<file path="src/rtl/prog_counter_timer.sv">
// Loadable counter/timer with prescaler, four run modes, terminal-count pulse,
// sticky overflow flag and one-shot done flag. All outputs are registered.
module prog_counter_timer #(
    parameter int WIDTH    = 8,
    parameter int TOP      = 255,
    parameter int PRESCALE = 1
) (
    input  logic             clk,
    input  logic             rst_n,
    input  logic             ena,
    input  logic             load,
    input  logic [WIDTH-1:0] load_value,
    input  logic [1:0]       mode,
    input  logic             clr_ovf,
    output logic [WIDTH-1:0] count,
    output logic             tc,
    output logic             ovf,
    output logic             done
);

    localparam int               PSC_W    = (PRESCALE > 1) ? $clog2(PRESCALE) : 1;
    localparam logic [WIDTH-1:0] TOP_V    = WIDTH'(TOP);
    localparam logic [WIDTH-1:0] ZERO_V   = {WIDTH{1'b0}};
    localparam logic [WIDTH-1:0] ONE_V    = {{(WIDTH-1){1'b0}}, 1'b1};
    localparam logic [PSC_W-1:0] PSC_LAST = PSC_W'(PRESCALE - 1);
    localparam logic [PSC_W-1:0] PSC_ZERO = {PSC_W{1'b0}};
    localparam logic [PSC_W-1:0] PSC_ONE  = {{(PSC_W-1){1'b0}}, 1'b1};

    localparam logic [1:0] MODE_UP_WRAP   = 2'b00;
    localparam logic [1:0] MODE_DOWN_WRAP = 2'b01;
    localparam logic [1:0] MODE_UP_SAT    = 2'b10;
    localparam logic [1:0] MODE_ONESHOT   = 2'b11;

    logic [WIDTH-1:0] r_count;
    logic [PSC_W-1:0] r_psc;
    logic             r_tc;
    logic             r_ovf;
    logic             r_done;

    logic             w_tick;
    logic [WIDTH-1:0] w_count_nxt;
    logic [PSC_W-1:0] w_psc_nxt;
    logic             w_tc_nxt;
    logic             w_done_nxt;
    logic             w_ovf_evt;
    logic             w_ovf_nxt;

    // Next-state logic: load overrides any tick; wrap happens only via TOP/0 compares.
    always_comb begin
        w_tick      = ena && (r_psc == PSC_LAST);
        w_count_nxt = r_count;
        w_psc_nxt   = r_psc;
        w_tc_nxt    = 1'b0;
        w_done_nxt  = r_done;
        w_ovf_evt   = 1'b0;
        if (load) begin
            w_count_nxt = (load_value > TOP_V) ? TOP_V : load_value;
            w_psc_nxt   = PSC_ZERO;
            w_done_nxt  = 1'b0;
        end else begin
            if (ena) begin
                w_psc_nxt = w_tick ? PSC_ZERO : (r_psc + PSC_ONE);
            end else begin
                w_psc_nxt = r_psc;
            end
            if (w_tick) begin
                case (mode)
                    MODE_UP_WRAP: begin
                        if (r_count == TOP_V) begin
                            w_count_nxt = ZERO_V;
                            w_tc_nxt    = 1'b1;
                            w_ovf_evt   = 1'b1;
                        end else begin
                            w_count_nxt = r_count + ONE_V;
                        end
                    end
                    MODE_DOWN_WRAP: begin
                        if (r_count == ZERO_V) begin
                            w_count_nxt = TOP_V;
                            w_tc_nxt    = 1'b1;
                            w_ovf_evt   = 1'b1;
                        end else begin
                            w_count_nxt = r_count - ONE_V;
                        end
                    end
                    MODE_UP_SAT: begin
                        if (r_count < TOP_V) begin
                            w_count_nxt = r_count + ONE_V;
                            w_tc_nxt    = ((r_count + ONE_V) == TOP_V);
                        end else begin
                            w_ovf_evt   = 1'b1;
                        end
                    end
                    MODE_ONESHOT: begin
                        if (r_count > ONE_V) begin
                            w_count_nxt = r_count - ONE_V;
                        end else if (r_count == ONE_V) begin
                            w_count_nxt = ZERO_V;
                            w_tc_nxt    = 1'b1;
                            w_done_nxt  = 1'b1;
                        end else begin
                            w_done_nxt  = 1'b1;
                        end
                    end
                    default: begin
                        w_count_nxt = r_count;
                    end
                endcase
            end else begin
                w_count_nxt = r_count;
            end
        end
        // A same-cycle overflow event beats the clear request.
        if (w_ovf_evt) begin
            w_ovf_nxt = 1'b1;
        end else if (clr_ovf) begin
            w_ovf_nxt = 1'b0;
        end else begin
            w_ovf_nxt = r_ovf;
        end
    end

    // State and output registers.
    always_ff @(posedge clk or negedge rst_n) begin
        if (!rst_n) begin
            r_count <= ZERO_V;
            r_psc   <= PSC_ZERO;
            r_tc    <= 1'b0;
            r_ovf   <= 1'b0;
            r_done  <= 1'b0;
        end else begin
            r_count <= w_count_nxt;
            r_psc   <= w_psc_nxt;
            r_tc    <= w_tc_nxt;
            r_ovf   <= w_ovf_nxt;
            r_done  <= w_done_nxt;
        end
    end

    assign count = r_count;
    assign tc    = r_tc;
    assign ovf   = r_ovf;
    assign done  = r_done;

endmodule
</file>
<file path="config.mk">
export PLATFORM = sky130hd
export DESIGN_NAME = prog_counter_timer
export DESIGN_NICKNAME = d
export VERILOG_FILES = /design/src/rtl/prog_counter_timer.sv
export SDC_FILE = /design/constraint.sdc
export NUM_CORES = 1
export LEC_CHECK = 0
export BUFFER_PORTS_ARGS = -buffer_cell sky130_fd_sc_hd__buf_4
export CORE_ASPECT_RATIO = 0.7
export CORE_MARGIN = 2
export CORE_UTILIZATION = 45
export CTS_CLUSTER_SIZE = 10
export DETAILED_ROUTE_END_ITERATION = 6
export GPL_TIMING_DRIVEN = 0
export MAX_ROUTING_LAYER = met4
export PLACE_DENSITY = 0.64
export SETUP_SLACK_MARGIN = 0.1
export SLEW_MARGIN = 20
export SYNTH_ARGS = -nofsm -noshare
export SYNTH_HDL_FRONTEND = slang
export SYNTH_SLANG_ARGS = --single-unit
</file>
<file path="constraint.sdc">
create_clock -name clk -period 2.69 [get_ports clk]
set_input_delay 0.269 -clock clk [delete_from_list [all_inputs] [get_ports clk]]
set_output_delay 0.269 -clock clk [all_outputs]
set_load 0.03 [all_outputs]
</file>
==> results of run 1 <==
[power breakdown]
group          internal (W)  switching, W
clock network      0.000130     0.0000757
registers          0.000196     0.0000173
logic              0.000124      0.000198
[registers in the layout, indices dropped and copies added (netlist names)]
signal	count
tc	1
done	1
r_psc	1
ovf	1
count	8
[metal layers]
layer	GRT usage	vias to the layer above	part of all wire
li1	-	678	-
met1	0.407	648	0.45
met2	0.420	88	0.45
met3	0.0508	16	0.086
met4	0.0719	0	0.020
met5	-	-	0
[cells by family after synthesis]
logic type,count (synthesis),share of synthesized area
AOI/OAI and AO/OA,58,0.315
xor gates and xnor gates,6,0.0399
adders and majority gates,5,0.0474
buffers and inverters,24,0.0873
DFF,12,0.228
muxes,1,0.00854
and+or+nand+nor,61,0.274
[synthesized netlist by cell type (3+ instances only)]
library cell and instances:
o2bb2ai_1 4, nand2b_1 3, nor2_1 12, o21ai_1 3, nand2_1 9, nor2b_1 3
buf_4 3, xor2_1 3, xnor2_1 3, dfrtp_1 12, clkbuf_1 7, a31oi_1 4
nand3_1 8, ha_1 5, nor3_1 5, o21ai_0 11, a21oi_1 14, inv_1 9
[worst max-delay path: cells and delay by family, from the launching register on]
family | cells | cell delay [ns]
adders and majority gates | 1 | 0.33
AOI/OAI and AO/OA | 3 | 0.81
buffers and inverters | 2 | 0.51
DFF | 1 | 0.39
and+or+nand+nor | 1 | 0.21
[path summary, 6_finish.rpt]
check	start	to	slack (ns)	cells after the start
setup reg to reg	count[0]	count[2]	0.30	7
setup / recovery	count[0]	count[2]	0.30	7
max in group asynchronous	rst_n	count[1]	2.12	2
hold reg to reg	done	done	0.50	2
hold / removal	ena	r_psc	0.18	2
min in group asynchronous	rst_n	count[4]	0.40	2
[stage by stage]
step                instances  hold WS [ns]  worst slack [ns]  power, W
CTS                       232         0.171             0.343  0.000742
global placement          227         0.121             0.452  0.000525
finish                    232         0.176             0.295  0.000741
detailed placement        227         0.125             0.370  0.000532
floorplan                 167       -0.0266             0.617  0.000434
global route              232         0.184             0.143  0.000784
[cell type report]
| cell class | instances | area, um2 | area share |
|---|---|---|---|
| clock buffer | 4 | 55.1 | 0.0342 |
| sequential | 12 | 300 | 0.187 |
| buffer | 15 | 81.3 | 0.0505 |
| multi-input combinational | 131 | 903 | 0.561 |
| tap | 36 | 45.0 | 0.0280 |
| timing repair buffer | 25 | 190 | 0.118 |
| inverter | 9 | 33.8 | 0.0210 |
[repair_timing]
item                                    in CTS  in global routing
setup buffers                                0                  0
hold buffers                                 1                  0
endpoints found under the setup margin       0                  0
endpoints found under the hold margin       12                  0
==> results.md, run 1 <==
- Longest Clk Path Bufs: 2
- Routed wire length per instance: 18.4 um
- Max Transition Viols Final: 0
- Total I/O pin count: 26
- Final Skew: 0.00252 ns
- Total wire length: 4.27 mm
- Initial antenna violation count: 0
- Cell Chain, Critical Path: clkbuf_1 > inv_1 > ha_1 > nand2b_1 > o211ai_4 > a2111oi_1 > a221oi_2
- Post-layout net count: 217
- Status: finished clean
- GRT overflow: 0
- Worst hold path type: in2reg
- Core area: 2800 um2
- Synth top area share: 0.228
- # H-tree levels: 1
- Vias: 1430
- Worst endpoint required time: 2.79 ns
- CTS tree: done
- Total CTS buffers: 3
- Worst stage delay on the critical path: 0.54 ns
- Unrepaired setup endpoints after global routing: false
- Final min period: 2.39 ns
- Cell area after layout: 1610 um2
- Type of origin of the critical path: register
- First-pass GRT wire length: 6.90 mm
- Filler cell count: 272
- Vias in the first global route: 1406
- Layout cells sized above 1: 0.240
- Synthesized area per cell: 7.90 um2
- Antenna-violating nets left: 0
- LEAKAGE: 0.674 nW
- Placed inst area: 1540 um2
- Kind of critical path: reg2reg
- GPL Wtd Cong: 0.906
- Die Ht: 49.3 um
- Setup tns final: 0 ns
- GRT Total Usage: 0.287
- Clock tree sinks: 12
- Vias per std cell: 6.16
- Maxcap violations: 0
- Tightest Pin Transition: 0.568 ns
- Final setup fails: 0
- Post-route DRC: 0
- Mapped Nets: 187
- Max frequency: 418 MHz
- Final hold violations: 0
- Buffers on Ports: 24
- CP Max Fanout: 10
- Post-synth EDFFs: 0
- Slew headroom: 0.618
- Final Cycle Share: 0.890
- Row Count: 16
- Starting Density: 0.471
- Seq/Total Area, Yosys: 0.228
- Slowest CP cell: a2111oi_1
- Distinct cells, synth: 57
- Final HPWL DP: 3.11 mm
- Count of state elements after synthesis: 12
- Total iterations of the first detailed-routing run: 6
- Commonest non-fill, non-tap cell in the layout: buf_4
- Die width: 68.7 um
- Crit. End Element: register
- Worst skew pair latency: 0.25 ns
- Starting DRT DRC Count: 110
- Max IR drop VDD: 0.303 mV
- Die ar.: 3390 um2
- Post-layout util: 0.574
- Post-CTS Resized: 0
- Yosys top cell by area: dfrtp_1
- Arrival time at the worst endpoint: 2.49 ns
- Synth async-reset ratio: 1.00
- Power density over cell area: 460 nW/um2
- Mapped Cells: 167
- Synthesized cell area: 1320 um2
- YS warnings: 0
- Clk slew on worst S/H paths: 0.06 ns
- Most frequent cells in the layout: buf_4, a21oi_1, nor2_1, dfrtp_1, o21ai_0
- Largest net degree at the start of global routing: 13
- Synth top area cells: dfrtp_1, a21oi_1, ha_1, o21ai_0, nor2_1
- Synth Flop Type: dfrtp_1
- Area delta synth->final: 22.0%
- Root Driver: clkbuf_8
- Antenna diode count: 0
(Power assumes the default switching activity.)
==> run 2, diff against run 1 <==
==> constraint.sdc (replaced) <==
create_clock -name clk -period 2.69 [get_ports clk]
set_input_delay 0.538 -clock clk [delete_from_list [all_inputs] [get_ports clk]]
set_output_delay 0.538 -clock clk [all_outputs]
set_load 0.03 [all_outputs]
==> results.md, run 2 (synthesized netlist as in run 1, its figures left out) <==
- Antenna-violating nets left: 0
- Post-layout net count: 216
- Cell Chain, Critical Path: clkbuf_1 > inv_1 > ha_1 > nand2b_1 > o211ai_4 > a2111oi_1 > a221oi_2
- CP Buf/Inv Count: 2
- Routed wire length per instance: 18.6 um
- Final Skew: 0.00308 ns
- Starting DRT DRC Count: 182
- Layout cells sized above 1: 0.241
- Core area: 2800 um2
- Final hold violations: 0
- Slew headroom: 0.620
- CP Max Fanout: 10
- Total wire length: 4.30 mm
- # hold bufs at CTS: 0
- Family with the most delay on the worst path: compound AO/OA/AOI/OAI gates
- Initial antenna violation count: 0
- Type of origin of the critical path: register
- Buffers on Ports: 24
- Status: finished clean
- Total I/O pin count: 26
- Worst skew pair latency: 0.25 ns
- Tightest Pin Transition: 0.566 ns
- Max reg flops: 8
- Commonest non-fill, non-tap cell in the layout: buf_4
- Antenna diode count: 0
- Clk slew on worst S/H paths: 0.06 ns
- Worst stage delay on the critical path: 0.55 ns
- Post-CTS Setup Bufs: 0
- Worst hold path type: in2async
- Die ar.: 3390 um2
- Die width: 68.7 um
- Maxcap violations: 0
- GPL Wtd Cong: 0.906
- Largest net degree at the start of global routing: 13
- Clock tree sinks: 12
- Switching share of power: 0.397
- Combinational power share: 0.433
- Crit. End Element: register
- Final min period: 2.41 ns
- GRT overflow: 0
- Root Driver: clkbuf_8
- Die Ht: 49.3 um
- Max IR drop VDD: 0.304 mV
- Clock power frac: 0.280
- Power density over cell area: 465 nW/um2
- Final Cycle Share: 0.898
- Filler cell count: 273
- Kind of critical path: reg2reg
- # H-tree levels: 1
- Internal power: 0.000448 W
- CTS tree: done
- Total CTS buffers: 3
- Pwr Total: 0.000743 W
- Post-layout util: 0.571
- Row Count: 16
- Worst endpoint required time: 2.79 ns
- Area delta synth->final: 21.3%
- Final WS setup: 0.275 ns
- GRT Total Usage: 0.287
- Post-CTS Resized: 0
- Post-route DRC: 0
- Setup tns final: 0 ns
- Total iterations of the first detailed-routing run: 7
- Pre-CTS setup slack: 0.370 ns
- Final HPWL DP: 3.11 mm
- Arrival time at the worst endpoint: 2.52 ns
- Most frequent cells in the layout: buf_4, a21oi_1, nor2_1, dfrtp_1, o21ai_0
- Vias in the first global route: 1406
- Vias: 1428
- LEAKAGE: 0.670 nW
- Final setup fails: 0
- Vias per std cell: 6.18
- Worst hold slack: 0.119 ns
- Starting Density: 0.471
- Max frequency: 414 MHz
- Slowest CP cell: a2111oi_1
- Unrepaired setup endpoints after global routing: false
- Sequential share of power: 0.287
- Max Transition Viols Final: 0
- Longest Clk Path Bufs: 2
- First-pass GRT wire length: 6.90 mm
- Net Sw Power: 0.000295 W
==> run 2: cell types whose count changed in the layout (fill, tap and decap cells not counted) <==
cell,before,now
dlygate4sd3_1,1,0
==> run 2: power groups by stage <==
stage	registers [W]	logic, W	clock network, W
floorplan	0.000244	0.000190	0
CTS	0.000213	0.000318	0.000210
global route	0.000217	0.000349	0.000216
global placement	0.000215	0.000310	0
detailed placement	0.000216	0.000316	0
finish	0.000213	0.000322	0.000208
==> run 2: cell type report <==
class | count | area (um2) | share of cell area
Tap cell | 36 | 45.0 | 0.0282
Sequential cell | 12 | 300 | 0.188
Multi-Input combinational cell | 131 | 903 | 0.565
Timing Repair Buffer | 24 | 180 | 0.113
Buffer | 15 | 81.3 | 0.0509
Inverter | 9 | 33.8 | 0.0211
Clock buffer | 4 | 55.1 | 0.0344
==> run 2: path summary, 6_finish.rpt <==
path	slack (ns)	from	endpoint	depth (start not counted)
worst min-delay path	0.12	rst_n	count[4]	1
min in group clk	0.44	ena	r_psc	2
worst min register to register	0.50	done	done	2
max in group asynchronous	2.40	rst_n	count[1]	1
worst max-delay path	0.28	count[0]	count[2]	7
worst max register to register	0.28	count[0]	count[2]	7
==> run 2: stage by stage <==
step,std cells,instance area [um2]
6_report,231,1600
5_1_grt,231,1600
4_1_cts,231,1600
3_5_place_dp,227,1540
3_3_place_gp,227,1540
2_1_floorplan,167,1320
==> run 2: worst register-to-register path, stage by stage, from the launching register on <==
cell and delay (ns):
dfrtp_1 0.39, clkbuf_1 0.36, inv_1 0.15, ha_1 0.33, nand2b_1 0.21, o211ai_4 0.18
a2111oi_1 0.55, a221oi_2 0.09
==> run 2: routing by layer <==
metal  part of all wire  up-vias  GRT usage
li1                   -      678          -
met1               0.45      656      0.407
met2               0.44       86      0.420
met3              0.098        8     0.0508
met4              0.013        0     0.0719
met5                  0        -          -
==> run 3, diff against run 2 <==
- TNS_END_PERCENT: unset -> 50
- clock period: 2.69 -> 2.4 ns (I/O delays scaled with it)
==> results.md, run 3 (synthesized netlist as in run 1, its figures left out) <==
- GRT overflow: 0
- Root Driver: clkbuf_8
- Initial antenna violation count: 0
- Max reg flops: 8
- LEAKAGE: 0.671 nW
- Type of origin of the critical path: register
- Total wire length: 4.32 mm
- Total CTS buffers: 3
- GPL Wtd Cong: 0.906
- Vias in the first global route: 1397
- Most frequent cells in the layout: buf_4, a21oi_1, nor2_1, dfrtp_1, o21ai_0
- Final min period: 2.11 ns
- Layout cells sized above 1: 0.267
- Worst skew pair latency: 0.25 ns
- Antenna-violating nets left: 0
- CP Max Fanout: 9
- Register area: 300 um2
- CTS tree: done
- Unrepaired setup endpoints after global routing: false
- Row Count: 16
- Longest Clk Path Bufs: 2
- GRT Total Usage: 0.288
- Clk slew on worst S/H paths: 0.06 ns
- Clock tree sinks: 12
- Tightest Pin Transition: 0.584 ns
- Max frequency: 473 MHz
- Die width: 68.7 um
- Power density over cell area: 520 nW/um2
- Final hold violations: 0
- Vias per std cell: 6.23
- Final Cycle Share: 0.880
- Max IR drop VDD: 0.342 mV
- Final HPWL DP: 3.11 mm
- Commonest non-fill, non-tap cell in the layout: buf_4
- Setup tns final: 0 ns
- Post-route DRC: 0
- Filler cell count: 269
- Core area: 2800 um2
- Max Transition Viols Final: 0
- Antenna diode count: 0
- Starting DRT DRC Count: 182
- Slew headroom: 0.608
- Worst endpoint required time: 2.53 ns
- Post-layout net count: 216
- Crit. End Element: register
- Worst hold slack: 0.0597 ns
- Maxcap violations: 0
- Vias: 1440
- Status: finished clean
- Die ar.: 3390 um2
- Final setup fails: 0
- Starting Density: 0.471
- Routed wire length per instance: 18.7 um
- # hold bufs at CTS: 0
- Arrival time at the worst endpoint: 2.25 ns
- Largest net degree at the start of global routing: 13
- Area delta synth->final: 22.6%
- Kind of critical path: reg2reg
- Total I/O pin count: 26
- Post-CTS Setup Bufs: 0
- Final Skew: 0.00495 ns
- # H-tree levels: 1
- Area occupied by multi-input gates: 918 um2
- Buffers on Ports: 24
- First-pass GRT wire length: 6.92 mm
- Die Ht: 49.3 um
- Total iterations of the first detailed-routing run: 5
- Worst hold path type: in2async
## run 3: cell types whose count changed in the layout (fill, tap and decap cells not counted)
cell       delta
clkbuf_1      -2
clkbuf_2      +2
a2111oi_1     -1
a2111oi_2     +1
ha_1          -1
ha_2          +1
o211a_1       -1
o211a_4       +1
## run 3: metal layers
layer | share of wire | up-vias | global-route usage
li1 | - | 682 | -
met1 | 0.45 | 676 | 0.415
met2 | 0.46 | 76 | 0.417
met3 | 0.084 | 6 | 0.0508
met4 | 0.0074 | 0 | 0.0654
met5 | 0 | - | -
## run 3: critical path, stage by stage, from the launching register on
cell and delay (ns):
dfrtp_1 0.41, clkbuf_2 0.21, inv_1 0.14, ha_2 0.28, nor2_1 0.09, nor3b_2 0.34
o21ai_1 0.13, a221oi_1 0.29, o21ai_1 0.10
## run 3: through the flow
| stage | cell area (um2) | setup slack, ns | util | power (W) | cells |
|---|---|---|---|---|---|
| finish | 1620 | 0.287 | 0.577 | 0.000840 | 231 |
| global route | 1620 | 0.138 | 0.577 | 0.000882 | 231 |
| CTS | 1600 | 0.168 | 0.572 | 0.000831 | 231 |
| floorplan | 1320 | 0.327 | - | 0.000486 | 167 |
| global placement | 1540 | 0.162 | 0.551 | 0.000589 | 227 |
| detailed placement | 1540 | 0.0797 | 0.551 | 0.000597 | 227 |
## run 3: report_power, final
group / leakage [nW] / internal (W) / total [W] / switching [W]
sequential: 0.148 / 0.000219 / 0.000239 / 0.0000200
clock: 0.0288 / 0.000146 / 0.000235 / 0.0000898
combinational: 0.495 / 0.000140 / 0.000365 / 0.000225
## run 3: path summary, 6_finish.rpt
| check | start | endpoint | slack, ns | cells past startpoint |
|---|---|---|---|---|
| worst max-delay path | count[0] | count[4] | 0.29 | 8 |
| worst min-delay path | rst_n | count[4] | 0.06 | 1 |
| worst max register to register | count[0] | count[4] | 0.29 | 8 |
| worst min register to register | done | done | 0.50 | 2 |
| max in group asynchronous | rst_n | count[1] | 2.17 | 1 |
| min in group clk | ena | r_psc | 0.39 | 2 |
## run 3: layout make-up
cell class                 count  area share
timing repair buffer          24       0.111
multi-input combinational    131       0.568
inverter                       9      0.0209
clock buffer                   4      0.0341
sequential                    12       0.186
tap                           36      0.0279
buffer                        15      0.0519
## run 3: repair_timing
| item | CTS | global route |
|---|---|---|
| gates cloned | 0 | 0 |
| gates resized for setup | 1 | 6 |
| endpoints found under the setup margin | 1 | 6 |
